$ cat src/rtl/fb_channel_serializer_if.sv
// Frame-in / beat-out bundle between the filter bank, the channel serializer and its consumer.
// The master modport is the serializer side; slave is the surrounding environment.
interface fb_channel_serializer_if #(
    parameter int NUM_CH = 16,
    parameter int IN_W   = 39,
    parameter int OUT_W  = 16,
    parameter int CNT_W  = 8,
    parameter int CH_W   = 4
);
    logic                     frame_valid;
    logic [NUM_CH*IN_W-1:0]   filter_bank_in;
    logic                     out_valid;
    logic                     out_ready;
    logic [OUT_W-1:0]         out_data;
    logic [CH_W-1:0]          out_chan;
    logic                     out_last;
    logic                     out_sat;
    logic                     busy;
    logic [CNT_W-1:0]         overrun_count;

    modport master (
        input  frame_valid, filter_bank_in, out_ready,
        output out_valid, out_data, out_chan, out_last, out_sat, busy, overrun_count
    );

    modport slave (
        output frame_valid, filter_bank_in, out_ready,
        input  out_valid, out_data, out_chan, out_last, out_sat, busy, overrun_count
    );
endinterface

$ cat src/rtl/fb_channel_serializer.sv
// Snapshots one frame of wide filter-bank channels, requantizes each to OUT_W bits with
// round-half-up and saturation, and streams them out channel 0 first over valid/ready.
module fb_channel_serializer #(
    parameter int NUM_CH = 16,
    parameter int IN_W   = 39,
    parameter int OUT_W  = 16,
    parameter int SHIFT  = 18,
    parameter int CNT_W  = 8
) (
    input  logic                     clock,
    input  logic                     reset,
    fb_channel_serializer_if.master  bus
);
    localparam int CH_W = $clog2(NUM_CH);
    localparam logic [CH_W-1:0]  IDX_ZERO = {CH_W{1'b0}};
    localparam logic [CH_W-1:0]  IDX_ONE  = {{(CH_W-1){1'b0}}, 1'b1};
    localparam logic [CH_W-1:0]  IDX_LAST = CH_W'(NUM_CH - 1);
    localparam logic [CNT_W-1:0] CNT_ONE  = {{(CNT_W-1){1'b0}}, 1'b1};
    localparam logic [CNT_W-1:0] CNT_MAX  = {CNT_W{1'b1}};
    localparam logic signed [IN_W:0] ROUND_C = {{(IN_W-SHIFT+1){1'b0}}, 1'b1, {(SHIFT-1){1'b0}}};
    localparam logic signed [IN_W:0] SAT_HI  = {{(IN_W-OUT_W+2){1'b0}}, {(OUT_W-1){1'b1}}};
    localparam logic signed [IN_W:0] SAT_LO  = {{(IN_W-OUT_W+2){1'b1}}, {(OUT_W-1){1'b0}}};

    typedef enum logic [0:0] {IDLE = 1'b0, DRAIN = 1'b1} state_t;

    // Returns {saturated, sample}: round half up, arithmetic shift, clamp to OUT_W signed.
    function automatic logic [OUT_W:0] requant(input logic [IN_W-1:0] x);
        logic signed [IN_W:0] sum;
        logic signed [IN_W:0] shr;
        sum = $signed({x[IN_W-1], x}) + ROUND_C;
        shr = sum >>> SHIFT;
        if (shr > SAT_HI) begin
            requant = {1'b1, 1'b0, {(OUT_W-1){1'b1}}};
        end else if (shr < SAT_LO) begin
            requant = {1'b1, 1'b1, {(OUT_W-1){1'b0}}};
        end else begin
            requant = {1'b0, shr[OUT_W-1:0]};
        end
    endfunction

    state_t              state_q, state_d;
    logic [CH_W-1:0]     idx_q, idx_d;
    logic                out_valid_q, out_valid_d;
    logic [OUT_W-1:0]    out_data_q;
    logic                out_sat_q;
    logic                out_last_q;
    logic [CNT_W-1:0]    overrun_q;
    logic [IN_W-1:0]     snap_q [NUM_CH];
    logic                accept_s;
    logic                load_snap_s;
    logic                load_out_s;
    logic                ovr_inc_s;
    logic [OUT_W:0]      rq_s;

    assign accept_s = out_valid_q && bus.out_ready;
    // idx_d is the channel the output register will hold after this edge.
    assign rq_s     = requant(snap_q[idx_d]);

    // Next-state, channel index and load strobes.
    always_comb begin
        state_d     = state_q;
        idx_d       = idx_q;
        out_valid_d = out_valid_q;
        load_snap_s = 1'b0;
        load_out_s  = 1'b0;
        ovr_inc_s   = 1'b0;
        case (state_q)
            IDLE: begin
                if (bus.frame_valid) begin
                    load_snap_s = 1'b1;
                    idx_d       = IDX_ZERO;
                    state_d     = DRAIN;
                end else begin
                    state_d     = IDLE;
                end
            end
            DRAIN: begin
                if (accept_s && out_last_q) begin
                    out_valid_d = 1'b0;
                    idx_d       = IDX_ZERO;
                    if (bus.frame_valid) begin
                        load_snap_s = 1'b1;
                        state_d     = DRAIN;
                    end else begin
                        state_d     = IDLE;
                    end
                end else begin
                    ovr_inc_s = bus.frame_valid;
                    if (!out_valid_q) begin
                        load_out_s  = 1'b1;
                        out_valid_d = 1'b1;
                    end else if (accept_s) begin
                        idx_d      = idx_q + IDX_ONE;
                        load_out_s = 1'b1;
                    end else begin
                        load_out_s = 1'b0;
                    end
                end
            end
            default: begin
                state_d     = IDLE;
                out_valid_d = 1'b0;
                idx_d       = IDX_ZERO;
            end
        endcase
    end

    // Control state, output beat register and overrun counter.
    always_ff @(posedge clock or posedge reset) begin
        if (reset) begin
            state_q     <= IDLE;
            idx_q       <= IDX_ZERO;
            out_valid_q <= 1'b0;
            out_data_q  <= {OUT_W{1'b0}};
            out_sat_q   <= 1'b0;
            out_last_q  <= 1'b0;
            overrun_q   <= {CNT_W{1'b0}};
        end else begin
            state_q     <= state_d;
            idx_q       <= idx_d;
            out_valid_q <= out_valid_d;
            if (load_out_s) begin
                out_data_q <= rq_s[OUT_W-1:0];
                out_sat_q  <= rq_s[OUT_W];
                out_last_q <= (idx_d == IDX_LAST);
            end
            if (ovr_inc_s && (overrun_q != CNT_MAX)) begin
                overrun_q <= overrun_q + CNT_ONE;
            end
        end
    end

    // Frame snapshot bank.
    always_ff @(posedge clock or posedge reset) begin
        if (reset) begin
            for (int k = 0; k < NUM_CH; k++) begin
                snap_q[k] <= {IN_W{1'b0}};
            end
        end else if (load_snap_s) begin
            for (int k = 0; k < NUM_CH; k++) begin
                snap_q[k] <= bus.filter_bank_in[IN_W*k +: IN_W];
            end
        end
    end

    assign bus.out_valid     = out_valid_q;
    assign bus.out_data      = out_data_q;
    assign bus.out_chan      = idx_q;
    assign bus.out_last      = out_last_q;
    assign bus.out_sat       = out_sat_q;
    assign bus.busy          = (state_q == DRAIN);
    assign bus.overrun_count = overrun_q;
endmodule
$ cat src/flat_wrapper.sv
// flat-port wrapper written by rule: the top's interface ports become plain ports
module fb_channel_serializer_flat 
#(
    parameter int NUM_CH = 16,
    parameter int IN_W   = 39,
    parameter int OUT_W  = 16,
    parameter int SHIFT  = 18,
    parameter int CNT_W  = 8
)
  (clock, reset, bus_frame_valid, bus_filter_bank_in, bus_out_ready, bus_out_valid, bus_out_data, bus_out_chan, bus_out_last, bus_out_sat, bus_busy, bus_overrun_count);
  fb_channel_serializer_if #(.NUM_CH(NUM_CH), .IN_W(IN_W), .OUT_W(OUT_W), .CNT_W(CNT_W)) bus_i ();
  input  logic clock;
  input  logic reset;
  input wire logic [$bits(bus_i.frame_valid)-1:0] bus_frame_valid;
  input wire logic [$bits(bus_i.filter_bank_in)-1:0] bus_filter_bank_in;
  input wire logic [$bits(bus_i.out_ready)-1:0] bus_out_ready;
  output wire logic [$bits(bus_i.out_valid)-1:0] bus_out_valid;
  output wire logic [$bits(bus_i.out_data)-1:0] bus_out_data;
  output wire logic [$bits(bus_i.out_chan)-1:0] bus_out_chan;
  output wire logic [$bits(bus_i.out_last)-1:0] bus_out_last;
  output wire logic [$bits(bus_i.out_sat)-1:0] bus_out_sat;
  output wire logic [$bits(bus_i.busy)-1:0] bus_busy;
  output wire logic [$bits(bus_i.overrun_count)-1:0] bus_overrun_count;
  assign bus_i.frame_valid = bus_frame_valid;
  assign bus_i.filter_bank_in = bus_filter_bank_in;
  assign bus_i.out_ready = bus_out_ready;
  assign bus_out_valid = bus_i.out_valid;
  assign bus_out_data = bus_i.out_data;
  assign bus_out_chan = bus_i.out_chan;
  assign bus_out_last = bus_i.out_last;
  assign bus_out_sat = bus_i.out_sat;
  assign bus_busy = bus_i.busy;
  assign bus_overrun_count = bus_i.overrun_count;
  fb_channel_serializer #(.NUM_CH(NUM_CH), .IN_W(IN_W), .OUT_W(OUT_W), .SHIFT(SHIFT), .CNT_W(CNT_W)) u_core (.clock(clock), .reset(reset), .bus(bus_i));
endmodule
$ cat config.mk
export PLATFORM = sky130hd
export DESIGN_NAME = fb_channel_serializer_flat
export DESIGN_NICKNAME = d
export VERILOG_FILES = /design/src/rtl/fb_channel_serializer_if.sv /design/src/rtl/fb_channel_serializer.sv /design/src/flat_wrapper.sv
export SDC_FILE = /design/constraint.sdc
export NUM_CORES = 1
export LEC_CHECK = 0
export ABC_AREA = 1
export BUFFER_PORTS_ARGS = -buffer_cell sky130_fd_sc_hd__buf_2
export CAP_MARGIN = 10
export CORE_MARGIN = 5
export CORE_UTILIZATION = 25
export DETAILED_ROUTE_END_ITERATION = 6
export REMOVE_ABC_BUFFERS = 1
export SLEW_MARGIN = 20
export SYNTH_ARGS = -nofsm -noshare
export SYNTH_HDL_FRONTEND = slang
export SYNTH_SLANG_ARGS = --single-unit
export TNS_END_PERCENT = 5
$ cat constraint.sdc
create_clock -name clock -period 33.1 [get_ports clock]
set_clock_uncertainty 0.2 [all_clocks]
set_input_delay 9.93 -clock clock [delete_from_list [all_inputs] [get_ports clock]]
set_output_delay 9.93 -clock clock [all_outputs]
set_load 0.01 [all_outputs]
==> impl_results.md, run 1 <==
- Initial Util: 0.251
- EDFF count, synth: 0
- Async SR Flop Fraction: 1.00
- Final GP Congestion: 0.827
- DR iter-0 viols: 865
- Die width: between 200 and 300 µm
- Dpl hpwl: roughly 42,000 µm
- Worst hold-check path type: reg2reg
- Status: complete, no violations
- Leakage Power: 11.0 nW
- Peak Freq: 68.7 MHz
- Yosys warning total: 0
- CTS sink cnt: about 380
- Num CTS Buffers: 48
- Critical setup path kind: in2reg
- Cells after Synth: 1,840
- Routed Wire Length: approximately 63,000 µm
- Yosys reg bits: approximately 380
- First-pass GRT wire length: between 90,000 and 100,000 µm
- Layout Utilization: 0.312
- Synth cell types: between 40 and 50
- # H-tree levels: 2
- Buffers added on ports: about 390
- Vias/cell: roughly 4.6
- Cts hold-fix bufs: 0
- Hold Startpoint: u_core.bus.out_data[6]$_DFFE_PP0P_
- CTS root buffer: clkbuf_16
- Worst-path clk slew: 60 ps
- Synth Cell Area: about 0.019 mm²
- Area growth, synth to finish: 24.3%
- # setup viols final: 0
- Max Cap Viol: 0
- Post-route setup TNS: 0 ps
- Crit path time final: around 15,000 ps
- Nets@finish: 2,813
- Headroom to the max-slew limit: 0.322
- Main area contributors after synthesis: dfrtp_1 51%, mux2_2 21%, nand3_1 9.8%
- Grt total ovfl: 0
- Total power draw: approximately 0.0028 W
- Die ar.: 0.0803 mm²
- Fin crit share: 0.440
- Depth of the worst hold-timing path: 2
- Num ports: between 600 and 700
- RSZ-0062 raised after global routing: no
- Rows: 100
- WHS Endpoint: u_core.bus.out_data[6]$_DFFE_PP0P_
- Worst r2r src: u_core.bus.out_valid$_DFFE_PP0P_
- Commonest cells after routing, fill and taps aside: 455 x nand2_1, 387 x buf_2, 384 x dfrtp_1, 367 x nand3_1, 352 x mux2_2
- Slew Limit Fails: 0
- Final non-filler cell total: approximately 3.2k
- Worst skew pair latency: just under 600 ps
- Startpoint class of the critical path: primary input
- Vias in the first global route: about 15k
- Setup Buffers After CTS: 0
- Initial antenna violation count: 18
- Crit. End Element: flop
- Total track usage: 0.151
- Share of the synthesized area in the top cell type: 0.515
- Area leader, netlist: dfrtp_1
- Reg2reg path depth: 26
- Final ANT Viol Nets: 0
- Crit path max-delay cell type: buf_4
- Reg2reg end: u_core.bus.out_data[2]$_DFFE_PP0P_
- Total core area: 0.0743 mm²
- Most common cell after layout, fill and taps aside: nand2_1
- CTS tree: yes
- Overall die height: between 200 and 300 µm
- CP Buf/Inv Count: 3
- Max incr delay on CP: ~700 ps
- TritonRoute pass-1 iters: 5
- Crit path top cell by count: nand2_1
- CP required: ~33,000 ps
- Pwr/cell area: 122 mW/mm²
- Hold Vio Cnt, Final: 0
- Placed cells: ~3.1k
- DRC: 0
- CP top delay family: simple AND/OR/NAND/NOR gates
- Largest net degree at the start of global routing: 155
- VDD IR-drop max: 0.0466 mV
- Top_reg_cell synth: dfrtp_1
- Flop-to-flop setup slack: 27,520 ps
- Post-CTS Resized: 0
- Drt wl/cell: ~20 µm
- Register area share after synthesis: 0.515
- Clock buffer depth: 3
- Critical Path Fanout Max: 93
- CP arrival: between 10,000 and 15,000 ps
- Routed vias: 14.8k
- Measured slew at the worst slew-check pin: just over 1000 ps
- Synth Area per Inst: 10.1 µm²
- Share of cells above drive strength 1: 0.395
## worst reg2reg max path: stages (launching register included)
cell and delay (ps):
dfrtp_1 490, nand3_2 130, nand2_2 170, inv_4 160, nand2_4 360, nand2_8 610
buf_4 750, nand2_1 150, nand3_1 110, nand2_1 80, nand2_1 70, nand4_1 100
nand2_1 240, ha_1 240, nand3_1 150, nor2_2 180, nand3_1 180, nor2_1 200
nand3_1 110, nand2_1 80, nand2_1 50, nor2_1 100, nand2_1 70, nand2_2 260
nand2_1 110, nand2_1 70, nand2_1 50
## Yosys cell counts (2+ instances only)
library cell	count
nor2_1	47
ha_1	3
nand3_1	367
inv_2	5
mux2_2	352
xnor2_1	8
dfrtp_1	384
buf_4	10
a21oi_1	3
clkbuf_1	54
nor2_4	2
nand3_2	2
inv_1	25
o21ai_0	5
nand2_4	3
nand2_2	7
nand2_1	458
buf_2	38
nor2_2	4
o22ai_1	2
xor2_1	13
buf_6	11
o21ai_1	4
buf_1	4
nor3_1	3
nand3b_1	2
clkinv_1	2
nor4_1	2
nand4_1	7
## metrics by stage
stage,cell area (µm²),hold WS (ps),setup slack (ps)
after floorplan,18100,274,12300
after global placement,21500,260,17780
after detailed placement,21500,261,17810
after CTS,23200,277,18450
after global routing,23200,290,18020
final,23200,270,18540
## metal layers
metal / GRT usage / part of all wire
met1: 0.214 / 0.47
met2: 0.233 / 0.45
met3: 0.0376 / 0.065
met4: 0.0363 / 0.021
met5: 0 / 0.00054
## final cells by class
cell class | count | area, µm²
fillers | 7777 | 51100
flip-flops and latches | 384 | 9610
multi-input cells | 1305 | 8380
repair buffers | 410 | 2130
clock buffers | 60 | 1330
well taps | 969 | 1210
clock inverters | 27 | 389
inverters | 33 | 134
diodes | 12 | 30.0
## power by group
part	internal, W	switching, W	leakage [nW]
logic	0.000526	0.000918	5.46
clock network	0.000355	0.000217	0.855
registers	0.000701	0.000116	4.70
total	0.00158	0.00125	11.0
## worst max-delay path by stage
stage | start | to | slack (ps) | cells after the start
after floorplan | reset | u_core.bus.busy$_DFF_PP0_ | 12300 | 1
after global placement | bus_frame_valid | u_core.bus.out_data[9]$_DFFE_PP0P_ | 17780 | 25
after detailed placement | bus_out_ready | u_core.bus.out_data[9]$_DFFE_PP0P_ | 17810 | 27
after CTS | bus_out_ready | u_core.bus.out_data[9]$_DFFE_PP0P_ | 18450 | 27
after global routing | bus_out_ready | u_core.bus.out_data[2]$_DFFE_PP0P_ | 18020 | 27
final | bus_out_ready | u_core.bus.out_data[2]$_DFFE_PP0P_ | 18540 | 27
## sequential cells by signal, indices dropped and copies added, names as in the netlist
name / flops
u_core.bus.out_data: 16
u_core.snap_q: 352
u_core.bus.out_last: 1
u_core.bus.out_chan: 4
u_core.bus.out_valid: 1
u_core.bus.out_sat: 1
u_core.bus.overrun_count: 8
u_core.bus.busy: 1
## cells by family after synthesis
group / after synthesis / synth area share
compound gates: 21 / 0.00724
xor+xnor: 21 / 0.00985
fa+ha+maj: 3 / 0.00201
buf+inv: 151 / 0.0401
flops: 384 / 0.515
mux: 353 / 0.213
simple gates: 907 / 0.213
(Power assumes the default switching activity.)
==> run 2: changes to the inputs <==
==> constraint.sdc (replaced) <==
create_clock -name clock -period 13.7 [get_ports clock]
set_clock_uncertainty 0.2 [all_clocks]
set_input_delay 4.11 -clock clock [delete_from_list [all_inputs] [get_ports clock]]
set_output_delay 4.11 -clock clock [all_outputs]
set_load 0.01 [all_outputs]
==> impl_results.md, run 2 (synthesis results as in run 1) <==
- CP top delay family: simple AND/OR/NAND/NOR gates
- Most common cell after layout, fill and taps aside: nand2_1
- Vias in the first global route: 15.1k (+1.4%)
- CTS tree: yes
- DR iter-0 viols: 874 (+1.0%)
- Final worst setup slack: 5000 ps (-13,540 ps)
- DRC: 0 (unchanged)
- Final GP Congestion: 0.819 (-0.92%)
- Share of cells above drive strength 1: 0.391 (-0.00433)
- Status: complete, no violations
- Vias/cell: 4.60 (-0.24%)
- Routed Wire Length: 63,000 µm (+0.35%)
- Hold Startpoint: u_core.bus.out_data[0]$_DFFE_PP0P_
- Overall die height: 283 µm (unchanged)
- Buffers added on ports: 387 (unchanged)
- Measured slew at the worst slew-check pin: 1130 ps (+109 ps)
- Hold Vio Cnt, Final: 0 (unchanged)
- # H-tree levels: 2 (unchanged)
- Crit. End Element: flop
- First-pass GRT wire length: 94,100 µm (+0.11%)
- Num CTS Buffers: 48 (unchanged)
- Max incr delay on CP: 700 ps (about the same)
- Dpl hpwl: 41,900 µm (-1.1%)
- Clock buffer depth: 3 (unchanged)
- Flop-to-flop setup slack: 8190 ps (-19,330 ps)
- Total track usage: 0.152 (+0.000684)
- Max Cap Viol: 0 (unchanged)
- Setup Buffers After CTS: 0 (unchanged)
- Reg2reg end: u_core.bus.out_data[1]$_DFFE_PP0P_
- Cts hold-fix bufs: 0 (unchanged)
- Place WS: 4280 ps (-13,530 ps)
- Peak Freq: between 100 and 150 MHz
- Nets@finish: 2,811 (-0.071%)
- Worst skew pair latency: 580 ps (about the same)
- Largest Register: u_core.snap_q
- # setup viols final: 0 (unchanged)
- Area growth, synth to finish: 23.3%
- CTS sink cnt: 384 (unchanged)
- WHS Endpoint: u_core.bus.out_data[0]$_DFFE_PP0P_
- Crit path time final: 8700 ps
- Startpoint class of the critical path: primary input
- Number of flip-flops in the largest register: 352 (unchanged)
- Initial Util: 0.251 (unchanged)
- Commonest cells after routing, fill and taps aside: 455 x nand2_1, 387 x buf_2, 384 x dfrtp_1, 367 x nand3_1, 352 x mux2_2
- Final ANT Viol Nets: 0 (unchanged)
- Reg2reg path depth: 26 (unchanged)
- Largest net degree at the start of global routing: 172 (+11%)
- Die width: 283 µm (unchanged)
- CP arrival: 8960 ps (-5860 ps)
- Die ar.: 0.0803 mm² (unchanged)
- Post-CTS Resized: 0 (unchanged)
- Pwr/cell area: 292 mW/mm² (+140%)
- Worst hold-check path type: reg2reg
- Critical setup path kind: in2reg
- Fin crit share: 0.635
- Leakage Power: 10.9 nW (-0.94%)
- CP required: 13,970 ps (-19,390 ps)
- Total power draw: 0.00672 W (+140%)
- Placed cells: 3,099 (-0.064%)
- Rows: 100 (unchanged)
- VDD IR-drop max: 0.200 mV (+330%)
- CP Buf/Inv Count: 2 (-1)
- Initial antenna violation count: 17 (-1)
- RSZ-0062 raised after global routing: no
- Total core area: 0.0743 mm² (unchanged)
- Layout Utilization: 0.310 (-0.00271)
- Critical Path Fanout Max: 79 (-15%)
- Drt wl/cell: 19.7 µm (+0.50%)
- Crit path max-delay cell type: nand2_8
- Worst r2r src: u_core.bus.out_valid$_DFFE_PP0P_
- Crit path top cell by count: nand2_1
- Depth of the worst hold-timing path: 2 (unchanged)
- TritonRoute pass-1 iters: 5 (unchanged)
- Headroom to the max-slew limit: 0.249 (-0.0730)
- Grt total ovfl: 0 (unchanged)
- Final non-filler cell total: 3,195 (-0.16%)
- Worst-path clk slew: 60 ps (about the same)
- Num ports: 660 (unchanged)
- Slew Limit Fails: 0 (unchanged)
- Routed vias: 14.7k (-0.40%)
- CTS root buffer: clkbuf_16
-- run 2: report_power, final --
part | switching [W] | internal (W) | total [W]
Clock | 0.000514 | 0.000731 | 0.00124
Combinational | 0.00223 | 0.00127 | 0.00350
Sequential | 0.000279 | 0.00169 | 0.00197
-- run 2: metal layers --
layer | track usage | share of wire | up-vias
li1 | - | - | 6960
met1 | 0.214 | 0.46 | 7228
met2 | 0.234 | 0.45 | 414
met3 | 0.0391 | 0.067 | 88
met4 | 0.0360 | 0.020 | 12
met5 | 0 | 0.0013 | -
-- run 2: per-stage QoR --
stage	hold slack, ps	cell area [µm²]	setup TNS [ps]
6_report	273	23000	0
3_3_place_gp	258	21500	0
3_5_place_dp	263	21500	0
5_1_grt	296	23000	0
2_1_floorplan	274	18100	-491820
4_1_cts	280	23000	0
-- run 2: area by class of cell --
type                    count  area, µm²
fillers                  7835      51300
flip-flops and latches    384       9610
multi-input cells        1305       8380
repair buffers            408       2130
clock buffers              69       1360
well taps                 969       1210
clock inverters            19        175
inverters                  33        134
diodes                      8       20.0
-- run 2: worst max-delay path by stage --
| stage | depth (start not counted) | to | from | slack (ps) |
|---|---|---|---|---|
| finish | 25 | u_core.bus.out_data[1]$_DFFE_PP0P_ | bus_frame_valid | 5000 |
| CTS | 25 | u_core.bus.out_data[9]$_DFFE_PP0P_ | bus_frame_valid | 4920 |
| detailed placement | 25 | u_core.bus.out_data[9]$_DFFE_PP0P_ | bus_frame_valid | 4280 |
| floorplan | 1 | u_core.bus.busy$_DFF_PP0_ | reset | -1280 |
| global route | 25 | u_core.bus.out_data[9]$_DFFE_PP0P_ | bus_frame_valid | 4410 |
| global placement | 25 | u_core.bus.out_data[9]$_DFFE_PP0P_ | bus_frame_valid | 4290 |
-- run 2: tightest hold or removal path, cell delays in order, from the launching register on --
cell	delay (ps)
dfrtp_1	340
nand2_1	50
nand2_1	50
==> run 3: changes to the inputs <==
==> constraint.sdc (replaced) <==
create_clock -name clock -period 8.05 [get_ports clock]
set_clock_uncertainty 0.2 [all_clocks]
set_input_delay 2.415 -clock clock [delete_from_list [all_inputs] [get_ports clock]]
set_output_delay 2.415 -clock clock [all_outputs]
set_load 0.01 [all_outputs]
==> impl_results.md, run 3 (synthesis results as in run 1) <==
- Die ar.: 0.0803 mm² (unchanged)
- TritonRoute pass-1 iters: 5 (unchanged)
- Number of flip-flops in the largest register: 352 (unchanged)
- Total power draw: 0.0116 W (+72%)
- Total core area: 0.0743 mm² (unchanged)
- Slew Limit Fails: 0 (unchanged)
- Reg2reg end: u_core.bus.out_data[1]$_DFFE_PP0P_
- Startpoint class of the critical path: primary input
- Post-CTS Resized: 0 (unchanged)
- Nets@finish: 2,822 (+0.39%)
- Clock buffer depth: 3 (unchanged)
- Routed vias: 14.8k (+0.33%)
- Overall die height: 283 µm (unchanged)
- Vias in the first global route: 14.9k (-1.2%)
- Max Cap Viol: 0 (unchanged)
- Hold Worst Slack: 278 ps (+4.28 ps)
- Crit path max-delay cell type: nand2_8
- Cts hold-fix bufs: 0 (unchanged)
- Vias/cell: 4.60 (about the same)
- CP required: 8310 ps (-5660 ps)
- Num ports: 660 (unchanged)
- Total track usage: 0.151 (-0.000512)
- Buffers added on ports: 387 (unchanged)
- Routed Wire Length: 62,900 µm (-0.10%)
- Largest net degree at the start of global routing: 137 (-20%)
- RSZ-0062 raised after global routing: no
- Crit. End Element: flop
- CTS sink cnt: 384 (unchanged)
- Int Pwr: 0.00643 W (+74%)
- Worst-path clk slew: 60 ps (about the same)
- Worst skew pair latency: 570 ps (about the same)
- Final GP Congestion: 0.808 (-1.3%)
- # setup viols final: 0 (unchanged)
- DR iter-0 viols: 805 (-7.9%)
- Sequential power share: 0.291 (-0.003)
- Area growth, synth to finish: 24.2%
- Initial Util: 0.251 (unchanged)
- Leakage Power: 11.0 nW (+0.83%)
- Reg2reg path depth: 23 (-12%)
- Setup Buffers After CTS: 0 (unchanged)
- Flop-to-flop setup slack: 3260 ps (-4930 ps)
- Part of the power in the clock network: 0.186 (about the same)
- Hold Startpoint: u_core.bus.out_data[14]$_DFFE_PP0P_
- Worst hold-check path type: reg2reg
- CP arrival: 6600 ps (-2360 ps)
- Final ANT Viol Nets: 0 (unchanged)
- Hold Vio Cnt, Final: 0 (unchanged)
- First-pass GRT wire length: 93,700 µm (-0.46%)
- Critical Path Fanout Max: 84 (+6.3%)
- Measured slew at the worst slew-check pin: 904 ps (-222 ps)
- Most common cell after layout, fill and taps aside: nand2_1
- Num CTS Buffers: 46 (-4.2%)
- Rows: 100 (unchanged)
- Dpl hpwl: 43,500 µm (+3.9%)
- # H-tree levels: 2 (unchanged)
- Critical setup path kind: in2reg
- Commonest cells after routing, fill and taps aside: 455 x nand2_1, 387 x buf_2, 384 x dfrtp_1, 367 x nand3_1, 352 x mux2_2
- Initial antenna violation count: 21 (+4)
- Fin area: 0.0232 mm² (+0.75%)
- Status: complete, no violations
- Combinational Power Share: 0.524 (+0.003)
- Headroom to the max-slew limit: 0.397 (+0.148)
- Crit path from: bus_frame_valid
- Grt total ovfl: 0 (unchanged)
- Switching Share: 0.444 (-0.00566)
- Drt wl/cell: 19.6 µm (-0.39%)
- Pwr/cell area: 498 mW/mm² (+71%)
- CTS tree: yes
- VDD IR-drop max: 0.228 mV (+14%)
- Share of cells above drive strength 1: 0.395 (+0.00381)
- End point of the critical path: u_core.bus.out_data[1]$_DFFE_PP0P_
- Crit path time final: ~6300 ps
- Net Sw Power: 0.00513 W (+70%)
- CP cell instances: buf_2, nor2_1, nand2_4, nand2_8, nand2_1, nand3_1, nand3_1, nand3_1, nand2_1, inv_1, ha_1, nand3_1, nor2_2, nand3_1, nor2_1, nand3_1, nand2_1, nand2_1, nor2_1, nand2_1, nand2_2, nand2_1, nand2_1, nand2_1
- Max incr delay on CP: 540 ps (-160 ps)
- Peak Freq: ~160 MHz
- Crit path top cell by count: nand2_1
- Area post-placement: 0.0216 mm² (+0.75%)
- Worst r2r src: u_core.bus.busy$_DFF_PP0_
- Die width: 283 µm (unchanged)
- DRC: 0 (unchanged)
- Largest Register: u_core.snap_q
- CTS root buffer: clkbuf_16
- Fin crit share: 0.787
## run 3: changes by cell type in the layout (fill, tap and decap cells not counted), sizes merged
cell | previous run | this run
buf | 408 | 421
bufinv | 2 | 4
clkbuf | 69 | 67
clkinv | 12 | 10
inv | 35 | 33
## run 3: layout make-up
class	count	area, µm²
diodes	8	20.0
inverters	33	134
clock buffers	67	1340
fillers	7770	51100
repair buffers	421	2290
clock inverters	17	208
flip-flops and latches	384	9610
multi-input cells	1305	8380
well taps	969	1210
## run 3: power groups by stage
stage	Clock, W	Combinational, W	Sequential [W]
finish	0.00214	0.00605	0.00336
global route	0.00228	0.00681	0.00347
CTS	0.00222	0.00621	0.00336
detailed placement	0	0.00619	0.00339
global placement	0	0.00615	0.00336
floorplan	0	0.00423	0.00330
## run 3: worst min path at each step
stage | cells past startpoint | endpoint
after global placement | 2 | u_core.bus.out_data[12]$_DFFE_PP0P_
after CTS | 2 | u_core.bus.out_data[10]$_DFFE_PP0P_
final | 2 | u_core.bus.out_data[14]$_DFFE_PP0P_
after detailed placement | 2 | u_core.bus.out_data[1]$_DFFE_PP0P_
after global routing | 2 | u_core.bus.out_data[8]$_DFFE_PP0P_
after floorplan | 1 | u_core.snap_q[233]$_DFFE_PP0P_
## run 3: routing by layer
layer	up-vias	global-route usage	routed length [µm]
li1	6979	-	-
met1	7264	0.210	29300
met2	397	0.235	28100
met3	95	0.0408	4050
met4	16	0.0378	1410
met5	-	0	97
## run 3: worst max-delay path, delay by kind of cell
kind	cells	cell delay (ps)
adder cells (fa/ha/maj)	1	180
AND/OR/NAND/NOR	21	3540
buffers and inverters	2	270
## run 3: stage by stage
step,utilization,TNS (ps),setup slack [ps],cells
2_1_floorplan,-,-3141230,-5240,1722
3_3_place_gp,0.291,0,1090,3112
3_5_place_dp,0.291,0,1070,3112
4_1_cts,0.312,0,1700,3196
5_1_grt,0.312,0,1190,3200
6_report,0.312,0,1710,3204
